[src/rtl/sysid_pkg.sv]
// -----------------------------------------------------------------------------
// sysid_pkg
// Shared definitions for the system-ID register file: the Avalon-MM word map,
// CTRL register bit positions and a byte-lane merge helper.
// -----------------------------------------------------------------------------
package sysid_pkg;

    // Word addresses of the register map; address 7 is reserved and has no
    // entry, it decodes to "reads 0, writes ignored".
    typedef enum logic [2:0] {
        ADDR_ID        = 3'd0,
        ADDR_TIMESTAMP = 3'd1,
        ADDR_VERSION   = 3'd2,
        ADDR_SCRATCH   = 3'd3,
        ADDR_UPTIME_LO = 3'd4,
        ADDR_UPTIME_HI = 3'd5,
        ADDR_CTRL      = 3'd6
    } sysid_addr_e;

    // CTRL bit positions: bit0 is a write-only one-shot clear, bit1 the
    // stored freeze flag.
    localparam int CTRL_CLEAR_BIT  = 0;
    localparam int CTRL_FREEZE_BIT = 1;

    // Replace only the bytes of old_v whose byteenable lane is set.
    function automatic logic [31:0] merge_bytes(input logic [31:0] old_v,
                                                input logic [31:0] new_v,
                                                input logic [3:0]  be);
        logic [31:0] res;
        res = old_v;
        for (int i = 0; i < 4; i++) begin
            if (be[i]) res[8*i +: 8] = new_v[8*i +: 8];
        end
        return res;
    endfunction

endpackage

[src/rtl/sysid_uptime_cnt.sv]
// -----------------------------------------------------------------------------
// sysid_uptime_cnt
// Free-running uptime counter with freeze, one-shot clear and a high-word
// shadow that is captured whenever the low word is read, so a LO-then-HI
// read pair always returns one coherent counter value.
//
// Ports
//   clk, reset_n   clock, asynchronous active-low reset
//   ctrl_wr        CTRL register write strobe (already address-decoded)
//   clear_in       CTRL write data clear bit (acts only with ctrl_wr)
//   freeze_in      CTRL write data freeze bit (stored on ctrl_wr)
//   lo_rd          accepted read of UPTIME_LO this cycle
//   cnt_lo         live counter bits [31:0]
//   hi_shadow      counter bits [CNT_W-1:32] captured at the last LO read
//   freeze         stored freeze flag
// -----------------------------------------------------------------------------
module sysid_uptime_cnt #(
    parameter int CNT_W = 48
) (
    input  logic        clk,
    input  logic        reset_n,
    input  logic        ctrl_wr,
    input  logic        clear_in,
    input  logic        freeze_in,
    input  logic        lo_rd,
    output logic [31:0] cnt_lo,
    output logic [31:0] hi_shadow,
    output logic        freeze
);

    logic [CNT_W-1:0] cnt;
    logic             clear;

    assign clear  = ctrl_wr & clear_in;
    assign cnt_lo = cnt[31:0];

    // Clear beats both freeze and increment; the freeze flag written in the
    // same cycle only governs the following cycles.
    // NOTE: state is updated with non-blocking assignments so every flop
    // samples the pre-edge values of the others (the LO read sees the
    // pre-increment count).
    always_ff @(posedge clk or negedge reset_n) begin
        if (!reset_n) begin
            cnt <= '0;
        end else if (clear) begin
            cnt <= '0;
        end else if (!freeze) begin
            cnt <= cnt + CNT_W'(1);
        end
    end

    always_ff @(posedge clk or negedge reset_n) begin
        if (!reset_n) begin
            freeze <= 1'b0;
        end else if (ctrl_wr) begin
            freeze <= freeze_in;
        end
    end

    // Shifting then truncating to 32 bits zero-extends the upper counter bits.
    always_ff @(posedge clk or negedge reset_n) begin
        if (!reset_n) begin
            hi_shadow <= '0;
        end else if (clear) begin
            hi_shadow <= '0;
        end else if (lo_rd) begin
            hi_shadow <= 32'(cnt >> 32);
        end
    end

endmodule

[src/rtl/sysid_regfile.sv]
// -----------------------------------------------------------------------------
// sysid_regfile
// Avalon-MM slave exposing build identification words, a byte-writable
// scratch register and (optionally) an uptime counter with CTRL register.
// Fixed read latency of one cycle, no waitrequest.
//
// Optional feature: define SYSID_UPTIME_EN to build the uptime counter
// (words 4..6). Without it those words read 0 and ignore writes.
//
// Ports
//   clk, reset_n    clock, asynchronous active-low reset
//   address[2:0]    word address
//   read, write     strobes; a simultaneous read is dropped in favour of write
//   writedata[31:0] write data
//   byteenable[3:0] write byte lanes
//   readdata[31:0]  registered read data, 0 when not valid
//   readdatavalid   one-cycle qualifier for readdata
// -----------------------------------------------------------------------------
module sysid_regfile
    import sysid_pkg::*;
#(
    parameter logic [31:0] SYSTEM_ID    = 32'h0000_5353,
    parameter logic [31:0] TIMESTAMP    = 32'h0,
    parameter logic [31:0] VERSION      = 32'h0001_0000,
    parameter int          CNT_W        = 48,
    parameter logic [31:0] SCRATCH_INIT = 32'h0
) (
    input  logic        clk,
    input  logic        reset_n,
    input  logic [2:0]  address,
    input  logic        read,
    input  logic        write,
    input  logic [31:0] writedata,
    input  logic [3:0]  byteenable,
    output logic [31:0] readdata,
    output logic        readdatavalid
);

    if (CNT_W < 33 || CNT_W > 64) begin : g_cnt_w_check
        $error("sysid_regfile: CNT_W must lie within 33..64");
    end

    logic        rd_acc;
    logic [31:0] scratch;
    logic [31:0] rd_mux;

    // A write always wins; the concurrent read produces no response.
    assign rd_acc = read & ~write;

    // NOTE: configuration registers get an explicit reset value; SCRATCH_INIT
    // is restored asynchronously like every other flop in the block.
    always_ff @(posedge clk or negedge reset_n) begin
        if (!reset_n) begin
            scratch <= SCRATCH_INIT;
        end else if (write && address == ADDR_SCRATCH) begin
            scratch <= merge_bytes(scratch, writedata, byteenable);
        end
    end

`ifdef SYSID_UPTIME_EN
    logic        ctrl_wr;
    logic        lo_rd;
    logic [31:0] up_lo;
    logic [31:0] up_hi;
    logic        freeze;
    logic [31:0] ctrl_word;

    assign ctrl_wr = write && address == ADDR_CTRL;
    assign lo_rd   = rd_acc && address == ADDR_UPTIME_LO;

    sysid_uptime_cnt #(
        .CNT_W (CNT_W)
    ) u_uptime (
        .clk       (clk),
        .reset_n   (reset_n),
        .ctrl_wr   (ctrl_wr),
        .clear_in  (writedata[CTRL_CLEAR_BIT]),
        .freeze_in (writedata[CTRL_FREEZE_BIT]),
        .lo_rd     (lo_rd),
        .cnt_lo    (up_lo),
        .hi_shadow (up_hi),
        .freeze    (freeze)
    );

    // The clear bit is an action, not state, so it always reads back as 0.
    always_comb begin
        ctrl_word                  = '0;
        ctrl_word[CTRL_FREEZE_BIT] = freeze;
    end
`endif

    // NOTE: rd_mux gets a default before the case so every path assigns it
    // and no latch is inferred.
    always_comb begin
        rd_mux = '0;
        case (address)
            ADDR_ID:        rd_mux = SYSTEM_ID;
            ADDR_TIMESTAMP: rd_mux = TIMESTAMP;
            ADDR_VERSION:   rd_mux = VERSION;
            ADDR_SCRATCH:   rd_mux = scratch;
`ifdef SYSID_UPTIME_EN
            ADDR_UPTIME_LO: rd_mux = up_lo;
            ADDR_UPTIME_HI: rd_mux = up_hi;
            ADDR_CTRL:      rd_mux = ctrl_word;
`endif
            default:        rd_mux = '0;
        endcase
    end

    // readdata is forced to 0 outside valid cycles so the bus never carries
    // stale register contents.
    always_ff @(posedge clk or negedge reset_n) begin
        if (!reset_n) begin
            readdatavalid <= 1'b0;
            readdata      <= '0;
        end else begin
            readdatavalid <= rd_acc;
            readdata      <= rd_acc ? rd_mux : '0;
        end
    end

endmodule

[config.mk]
export PLATFORM = sky130hd
export DESIGN_NAME = sysid_regfile
export DESIGN_NICKNAME = d
export VERILOG_FILES = /design/src/rtl/sysid_pkg.sv /design/src/rtl/sysid_uptime_cnt.sv /design/src/rtl/sysid_regfile.sv
export SDC_FILE = /design/constraint.sdc
export NUM_CORES = 1
export LEC_CHECK = 0
export ABC_AREA = 1
export CORE_MARGIN = 3
export CORE_UTILIZATION = 40
export CTS_CLUSTER_DIAMETER = 100
export CTS_CLUSTER_SIZE = 28
export DETAILED_ROUTE_END_ITERATION = 10
export DONT_BUFFER_PORTS = 1
export GPL_TIMING_DRIVEN = 0
export SETUP_SLACK_MARGIN = 0.15
export SLEW_MARGIN = 40
export SYNTH_ARGS = -nofsm -noshare
export SYNTH_HDL_FRONTEND = slang
export SYNTH_SLANG_ARGS = --single-unit
[constraint.sdc]
create_clock -name clk -period 1.6 [get_ports clk]
set_clock_uncertainty 0.05 [all_clocks]
set_input_delay 0.24 -clock clk [delete_from_list [all_inputs] [get_ports clk]]
set_output_delay 0.24 -clock clk [all_outputs]
set_load 0.01 [all_outputs]
==> impl_metrics.py <==
metrics = {
    "status": {
        "status": "finished with violations",
        "failed_checks": "hold timing",
    },
    "yosys": {
        "syn_inst": 253,
        "synthesis.nets": 296,
        "synth_area_leaders": "dfrtp_1 66%, nand2_1 11%, nand4_1 8.2%",
        "yosys.area.top_type": "dfrtp_1",
        "syn_avg_cell_area_um2": 9.69,
        "synth_edf_count": 0,
        "post_synth_num_cell_types": 12,
        "ys_ff_latch": 65,
        "syn_area_um2": 2450,
        "async_flop_share_pct": 100,
        "ys_seq_area_share_pct": 66.4,
        "yosys-top-cells-count": "74 x nand2_1, 65 x dfrtp_1, 32 x nand4_1",
        "synth_top_area_share_pct": 66.4,
        "yosys.cell_count.top_type": "nand2_1",
        "yosys_warnings": 0,
        "synthFlopType": "dfrtp_1",
    },
    "sta": {
        "maxSlewHeadroom_pct": 66.5,
        "worst_slew_pin_slew_ps": 502,
        "grt_setup_unrepaired": "false",
        "post-route-period-util_pct": 83.4,
        "max_freq_mhz": 749,
        "setup_tns_ps": 0,
        "post-route-min-period_ps": 1330,
        "drv_slew": 0,
        "hold_viol_final": 65,
        "setup_viol": 0,
        "holdWs_ps": -452,
    },
    "detailed_routing": {
        "viasPerCell": 5.06,
        "drtIter0Drc": 98,
        "dr.pass1.iters": 4,
        "postRouteAntennaNets": 0,
        "routedWlPerCell_um": 15.5,
        "routed_wl_um": 5610,
        "route.detailed.drc": 0,
        "vias": 1828,
    },
    "global_routing": {
        "grt_pass1_wl_um": 9310,
        "grt_overflow": 0,
        "antenna_found_initial": 0,
        "grt_pass1_vias": 1806,
        "grt_max_degree": 66,
        "grt.total_usage_pct": 17.0,
    },
    "critical_path": {
        "r2r-end": "readdata[16]",
        "crit_end": "readdata[16]",
        "critPathMaxFanout": 10,
        "critPathLaunch": "write",
        "crit_arrival_ps": 1560,
        "cp-end-kind": "flop",
        "crit_type": "in2reg",
        "critPathRequiredTime_ps": 1820,
        "r2r-start": "scratch[16]",
        "reg2regPathDepth": 3,
        "r2r_slack_ps": 410,
        "crit_path_start_kind": "input port",
    },
    "power_and_ir_drop": {
        "p_per_area_nw_per_um2": 1200,
        "p_leak_uw": 0.00155,
        "peakVddDrop_mv": 0.556,
    },
    "place": {
        "dp.cells": 325,
        "place.gp.congestion": 0.748,
        "dp_hpwl_um": 3690,
        "place_area_um2": 2540,
        "numPortBuffers": 0,
    },
    "floorplan": {
        "num_rows": 27,
        "die_w_um": 84.3,
        "die_y_um": 84.3,
        "core-area_um2": 5710,
        "io_pins": 76,
        "dieArea_um2": 7100,
        "start_util_pct": 42.9,
    },
    "clocking": {
        "clk_pin_slew_worst_paths_ps": 70,
        "clock_sinks": 65,
        "cts_tree": "yes",
        "holdBufCountCts": 21,
        "cts_setup_buffers": 0,
        "clk_latency_ps": 330,
        "root_buffer": "clkbuf_8",
        "cts_buffer_depth": 2,
        "htreeDepth": 3,
        "cts_buffers": 9,
    },
    "cells_and_area": {
        "multiInputGateArea_um2": 661,
        "num-fill-cells": 550,
        "antenna_cells": 0,
        "instances_no_fill": 361,
        "finalNetCount": 328,
        "syn_to_final_growth_pct": 19.6,
        "drive_gt1_share_pct": 7.96,
        "stdcell_area_um2": 2930,
        "sequential_cell_area_um2": 1630,
    },
    "min_path": {
        "hold_path.class": "in2async",
    },
    "flow_run": {
        "drv_cap": 0,
    },
}
[stage by stage]
step / setup WS [ps] / power (uW) / hold WS, ps / utilization [%]
floorplan: 596 / 2140 / -106 / -
global placement: 297 / 2200 / -104 / 44.5
detailed placement: 276 / 2220 / -104 / 44.5
CTS: 242 / 3550 / -469 / 51.3
global route: 167 / 3700 / -477 / 51.3
finish: 265 / 3520 / -452 / 51.3
[cell usage in the layout (no fill, tap or decap), types with 2 or more instances in the layout]
cell type / n
buf_1: 2
buf_2: 7
clkbuf_1: 7
clkbuf_8: 9
clkinv_2: 3
dfrtp_1: 65
dlygate4sd3_1: 21
inv_1: 26
nand2_1: 74
nand3_1: 14
nand4_1: 32
nor2_1: 24
[layout make-up]
| type | instances | share of cell area, % |
|---|---|---|
| sequential | 65 | 55.5 |
| buffer | 15 | 2.35 |
| tap | 72 | 3.07 |
| timing repair buffer | 21 | 7.17 |
| clock inverter | 4 | 1.54 |
| inverter | 26 | 3.33 |
| multi-input combinational | 147 | 22.5 |
| clock buffer | 11 | 4.48 |
[timing repair]
item	4_1_cts	5_1_grt
endpoints found under the setup margin	0	1
hold endpoints to repair	85	65
resized for setup	0	1
[registers in the layout, indices dropped and copies added, names as in the netlist]
register       cells
readdata          32
scratch           32
readdatavalid      1
[layer usage]
| metal | vias up | global-route usage [%] | wire [um] |
|---|---|---|---|
| met1 | 882 | 22.4 | 2450 |
| met5 | - | 0 | 0 |
| met3 | 7 | 5.10 | 367 |
| met4 | 0 | 7.46 | 95 |
| met2 | 67 | 25.9 | 2700 |
| li1 | 872 | - | - |
[worst min path at each step]
stage / start / endpoint / slack (ps) / cells past startpoint
3_5_place_dp: reset_n / readdata[21] / -100 / 0
6_report: reset_n / scratch[2] / -450 / 0
3_3_place_gp: reset_n / readdata[21] / -100 / 0
4_1_cts: reset_n / readdata[21] / -470 / 0
2_1_floorplan: reset_n / readdata[0] / -110 / 0
5_1_grt: reset_n / scratch[2] / -480 / 0
[cell families (layout without fill, tap and decap cells)]
kind of cell / Yosys count / in the layout / share of synthesized area (%)
and+or+nand+nor: 146 / 146 / 26.7
AOI/OAI and AO/OA: 1 / 1 / 0.204
DFF: 65 / 65 / 66.4
buffers and inverters: 41 / 77 / 6.69
[where the power goes]
part	total, uW	leakage [uW]	switching, uW	internal [uW]
Combinational	307	0.000593	178	130
Clock	1290	0.0000929	590	704
Sequential	1920	0.000865	97.5	1820
[worst max-delay path, cell delays in order]
cell	delay, ps
buf_2	170
nor2_2	170
clkbuf_4	220
nand3_1	100
a21oi_1	110
dlygate4sd3_1	550
(Power assumes the default switching activity.)
